===== config.mk =====
export PLATFORM = sky130hd
export DESIGN_NAME = ram_arbiter
export DESIGN_NICKNAME = d
export VERILOG_FILES = /design/src/rtl/ram_arbiter.sv
export SDC_FILE = /design/constraint.sdc
export NUM_CORES = 1
export LEC_CHECK = 0
export ABC_AREA = 1
export CAP_MARGIN = 0
export CORE_AREA = 2 2 129 131
export DETAILED_ROUTE_END_ITERATION = 8
export DIE_AREA = 0 0 131 133
export HOLD_SLACK_MARGIN = 0.06
export PLACE_DENSITY = 0.59
export SYNTH_ARGS = -nofsm -noshare
export SYNTH_HDL_FRONTEND = slang
export SYNTH_SLANG_ARGS = --single-unit

===== constraint.sdc =====
create_clock -name CLK -period 1.93 [get_ports CLK]
set_input_delay 0.4825 -clock CLK [delete_from_list [all_inputs] [get_ports CLK]]
set_output_delay 0.4825 -clock CLK [all_outputs]
set_load 0.005 [all_outputs]

===== src/rtl/ram_arbiter.sv =====
// Shares one RAM port between a data port and two instruction caches. Data has
// priority, bounded by a starvation counter. Instruction grants alternate round-robin.
module ram_arbiter #(
    parameter int STARVE_MAX = 4
) (
    input  logic             CLK,
    input  logic             RST,
    input  logic             dREN,
    input  logic             dWEN,
    input  logic [31:0]      daddr,
    input  logic [31:0]      dstore,
    output logic             dwait,
    output logic [31:0]      dload,
    input  logic [1:0]       iREN,
    input  logic [1:0][31:0] iaddr,
    output logic [1:0]       iwait,
    output logic [1:0][31:0] iload,
    input  logic [1:0]       ramstate,
    input  logic [31:0]      ramload,
    output logic             ramREN,
    output logic             ramWEN,
    output logic [31:0]      ramaddr,
    output logic [31:0]      ramstore
);

    typedef enum logic [1:0] {FREE, BUSY, ACCESS, ERROR} ramstate_t;
    typedef enum logic [1:0] {IDLE, DGRANT, IGRANT} state_t;

    localparam int CNT_W = (STARVE_MAX < 1) ? 1 : $clog2(STARVE_MAX + 1);
    localparam logic [CNT_W-1:0] CNT_MAX = CNT_W'(STARVE_MAX);

    state_t           r_state, w_state_nxt;
    logic             r_owner, w_owner_nxt;
    logic             r_rr_ptr, w_rr_ptr_nxt;
    logic [CNT_W-1:0] r_starve_cnt, w_starve_cnt_nxt;

    ramstate_t w_rs;
    logic      w_d_req;
    logic      w_i_any;
    logic      w_access;

    assign w_rs     = ramstate_t'(ramstate);
    assign w_access = (w_rs == ACCESS);
    assign w_d_req  = dREN | dWEN;
    assign w_i_any  = |iREN;

    // Read data is broadcast; the wait lines tell each client when it is valid.
    assign dload    = ramload;
    assign iload[0] = ramload;
    assign iload[1] = ramload;

    // NOTE: state registers use non-blocking assignments so every flop samples
    // the pre-edge values computed by the combinational block.
    always_ff @(posedge CLK or posedge RST) begin
        if (RST) begin
            r_state      <= IDLE;
            r_owner      <= 1'b0;
            r_rr_ptr     <= 1'b0;
            r_starve_cnt <= '0;
        end else begin
            r_state      <= w_state_nxt;
            r_owner      <= w_owner_nxt;
            r_rr_ptr     <= w_rr_ptr_nxt;
            r_starve_cnt <= w_starve_cnt_nxt;
        end
    end

    // NOTE: every output and next-state signal gets a default first so no
    // path through the case leaves a value unassigned and infers a latch.
    always_comb begin
        w_state_nxt      = r_state;
        w_owner_nxt      = r_owner;
        w_rr_ptr_nxt     = r_rr_ptr;
        w_starve_cnt_nxt = r_starve_cnt;
        ramREN           = 1'b0;
        ramWEN           = 1'b0;
        ramaddr          = '0;
        ramstore         = '0;
        dwait            = 1'b1;
        iwait            = 2'b11;

        unique case (r_state)
            IDLE: begin
                if (!w_i_any)
                    w_starve_cnt_nxt = '0;
                if (w_d_req && (!w_i_any || (r_starve_cnt < CNT_MAX))) begin
                    w_state_nxt = DGRANT;
                end else if (w_i_any) begin
                    w_state_nxt = IGRANT;
                    w_owner_nxt = (iREN == 2'b11) ? r_rr_ptr : iREN[1];
                end
            end

            DGRANT: begin
                ramaddr  = daddr;
                ramstore = dstore;
                if (!w_d_req) begin
                    // Requester withdrew: release the RAM without crediting anything.
                    w_state_nxt = IDLE;
                end else begin
                    ramWEN = dWEN;
                    ramREN = dREN & ~dWEN;
                    if (w_access) begin
                        dwait       = 1'b0;
                        w_state_nxt = IDLE;
                        if (!w_i_any)
                            w_starve_cnt_nxt = '0;
                        else if (r_starve_cnt != CNT_MAX)
                            w_starve_cnt_nxt = r_starve_cnt + 1'b1;
                    end
                end
            end

            IGRANT: begin
                ramaddr = iaddr[r_owner];
                if (!iREN[r_owner]) begin
                    w_state_nxt = IDLE;
                end else begin
                    ramREN = 1'b1;
                    if (w_access) begin
                        iwait[r_owner]   = 1'b0;
                        w_state_nxt      = IDLE;
                        w_rr_ptr_nxt     = ~r_owner;
                        w_starve_cnt_nxt = '0;
                    end
                end
            end

            default: w_state_nxt = IDLE;
        endcase
    end

endmodule


==> impl_metrics.tcl <==
set metrics [dict create \
    outcome "finished, violations left" \
    violations "setup timing" \
    io_buffers 204 \
    worstSetupStartpointType "flop" \
    max_freq_mhz 462.6 \
    whs_endpoint "r_rr_ptr$_DFFE_PP0P_" \
    swShare_pct 44.91 \
    p_clk_share_pct 6.0 \
    cap_violations 0 \
    start_util_pct 15.06 \
    power.density_nw_per_um2 1170 \
    clock_sinks 7 \
    antenna_cells 0 \
    synth-xor-area-share_pct 0 \
    synth_compound_area_share_pct 14.12 \
    finalCritPeriodShare_pct 112.0 \
    min_path_type "flop to flop" \
    wl_per_cell_um 13.68 \
    ant_nets 0 \
    cpMostUsedCell "buf_12" \
    critical_path.max_stage_delay_ns 0.40 \
    htree_num_levels 1 \
    syn_nets 619 \
    fill_cells 1738 \
    slew_viol_final 0 \
    rsz0062_at_grt "yes" \
    dp_hpwl_mm 8.061 \
    clockRootBuffer "clkbuf_16" \
    seq_area_frac_synth_pct 7.191 \
    ir_drop_mv 0.3433 \
    grt_pass1_wl_mm 16.27 \
    path_class "flop to primary output" \
    clkTransAtPathRegs_ns 0.04 \
    clockBufferDepth 2 \
    end_kind "primary output" \
    drc 0 \
    layout.area.seq_sq_um 175.2 \
    vias_per_cell 3.765 \
    grt_pass1_vias 3121 \
    hold_start "r_rr_ptr$_DFFE_PP0P_" \
    seqPwrFrac_pct 4.1 \
    setup_ws_ns -0.2316 \
    syn_to_final_growth_pct 107.3 \
    synth_cell_types 22 \
    yosysTopAreaCell "buf_4" \
    drive_above_1_share_pct 43.45 \
    p_int_uw 3255 \
    dieArea_sq_um 17420 \
    routed_wirelength_mm 11.26 \
    tightest_slew_ns 0.3258 \
    reg2reg_slack_ns 0.27 \
    core_area_sq_um 16170 \
    timing.rr.end "r_starve_cnt[1]$_DFFE_PP0P_" \
    drtIter0Drc 87 \
    track_usage_pct 11.86 \
    synth_top_family_by_area "buffers and inverters" \
    hold_viol_final 0 \
    gp_congestion 0.8160 \
    synth_mux_area_share_pct 0 \
    holdWs_ns 0.4976 \
    cts_tree "built" \
    vias 3099 \
    synth-simple-area-share_pct 31.12 \
    finClkSkew_ns 0.002126 \
    multi_input_area_sq_um 1688 \
    hold_buffers 0 \
    relSlewSlack_pct 78.26 \
    io_pins 333 \
    clock_latency_ns 0.23 \
    crit_fanout 8 \
    final_nets 779 \
    yosysWarnings 0 \
    r2r-start "r_state[0]$_DFFE_PP0P_" \
    cts_made_buffers 3 \
    total_power_uw 5908 \
    die_x_um 131 \
    fp-row-count 47 \
    synth_area_leaders "buf_4, nand2_1, nor2_1" \
    synth-adder-area-share_pct 3.595 \
    arrival_ns 1.68 \
    synth_area_sq_um 2436 \
    grt.overflow.total 0 \
    syn_area_per_cell_sq_um 5.487 \
    rr_worst_depth 10 \
    required_ns 1.45 \
    switching_power_uw 2653 \
    path_buf_inv 6 \
    grt_max_degree 31 \
    die_y_um 133 \
    first_pass_iters 4 \
    antenna_found_initial 0 \
    crit_path_top_delay_cell "dfrtp_1" \
    min_path_cells 2 \
    synth_top_area_share_pct 29.58 \
    fin_crit_ns 2.162 \
    comb_power_share_pct 89.9 \
    cellLeakagePower_uw 0.002470 \
    ys_ff_latch 7 \
    setup_violations 58 \
    crit_chain "inv_2, buf_6, ha_4, inv_8, buf_12, buf_12, a21oi_2, buf_2" \
    synth_cells 444 \
    crit_family "buffers and inverters" \
    crit_cells 8 \
]
-- worst register-to-register path: cells and delay by family (launching register included) --
| kind | cells | cell delay (ns) |
|---|---|---|
| flops | 1 | 0.39 |
| fa+ha+maj | 1 | 0.17 |
| buf+inv | 5 | 0.65 |
| simple gates | 4 | 0.35 |
-- worst max-delay path by stage --
stage	from	end	slack, ns
detailed placement	iaddr[20]	ramaddr[20]	-0.62
finish	r_state[1]$_DFFE_PP0P_	ramaddr[23]	-0.23
CTS	r_state[1]$_DFFE_PP0P_	ramaddr[23]	-0.21
global placement	iaddr[20]	ramaddr[20]	-0.66
floorplan	r_state[1]$_DFFE_PP0P_	ramstore[22]	0.22
global route	r_state[1]$_DFFE_PP0P_	ramaddr[7]	-0.32
-- through the flow --
stage                     std cells  setup TNS, ns  util [%]  instance area (sq um)  worst slack, ns
final                           823         -6.996     31.23                   5050          -0.2316
after global routing            823         -10.99     31.23                   5050          -0.3187
after CTS                       822         -7.253     29.91                   4837          -0.2147
after detailed placement        785         -20.62     26.10                   4220          -0.6243
after global placement          785         -20.00     26.10                   4220          -0.6597
after floorplan                 444              0         -                   2436           0.2189
-- power groups by stage --
stage	registers (uW)	clock network, uW	logic [uW]
finish	245	354	5310
CTS	244	364	5130
global route	256	369	5760
floorplan	242	0	1730
detailed placement	241	0	3680
global placement	239	0	3670
-- synth_stat cells --
master / number
a21oi_1: 33
a21oi_2: 1
buf_2: 9
buf_4: 96
buf_6: 7
clkbuf_1: 3
clkbuf_2: 2
dfrtp_1: 7
ha_1: 7
inv_1: 51
inv_2: 2
inv_4: 1
nand2_1: 100
nand2_2: 4
nand2_4: 1
nand3_1: 4
nand3_2: 1
nand4_1: 4
nor2_1: 76
nor2_2: 1
o21ai_0: 18
o21ai_1: 16
-- state kept, by name, indices dropped and copies added (netlist names) --
| register | cells |
|---|---|
| r_rr_ptr | 1 |
| r_owner | 1 |
| r_starve_cnt | 3 |
| r_state | 2 |
-- kinds of logic (layout without fill, tap and decap cells) --
family / Yosys count / count (layout)
AND/OR/NAND/NOR: 191 / 191
flip-flops: 7 / 7
buffers and inverters: 171 / 330
adder cells (fa/ha/maj): 7 / 7
AO/OA/AOI/OAI: 68 / 68
-- final cells by class --
type | instances | area share, %
tap | 220 | 5.451
timing repair buffer | 272 | 51.68
sequential | 7 | 3.469
clock buffer | 4 | 1.561
inverter | 54 | 4.410
multi-input combinational | 266 | 33.42
-- routing by layer --
metal / part of all wire (%) / routed length (um) / global-route usage (%) / vias up
li1: - / - / - / 1573
met2: 49 / 5508 / 20.75 / 126
met4: 2.8 / 319 / 4.019 / 0
met5: 0 / 0 / 0 / -
met1: 39 / 4436 / 13.59 / 1373
met3: 8.9 / 997 / 3.478 / 27
-- what timing repair did --
action	CTS	global route
setup buffers	28	10
cloned	6	0
pin swaps	34	20
endpoints found under the setup margin	69	66
gates resized for setup	427	93
-- placed cells by master (no fill, tap or decap) --
cell type / count
a21oi_1: 9
a21oi_2: 19
a21oi_4: 6
buf_12: 12
buf_16: 3
buf_2: 55
buf_4: 26
buf_6: 34
buf_8: 5
clkbuf_1: 1
clkbuf_16: 3
clkbuf_2: 2
clkdlybuf4s50_1: 133
dfrtp_1: 7
dlygate4sd2_1: 2
ha_1: 4
ha_4: 3
inv_1: 32
inv_2: 18
inv_4: 2
inv_8: 2
nand2_1: 63
nand2_2: 22
nand2_4: 20
nand3_1: 2
nand3_2: 3
nand4_1: 4
nor2_1: 56
nor2_2: 10
nor2_4: 11
o21ai_0: 1
o21ai_1: 27
o21ai_2: 6
Note: power is estimated with default switching activity, not from simulation.
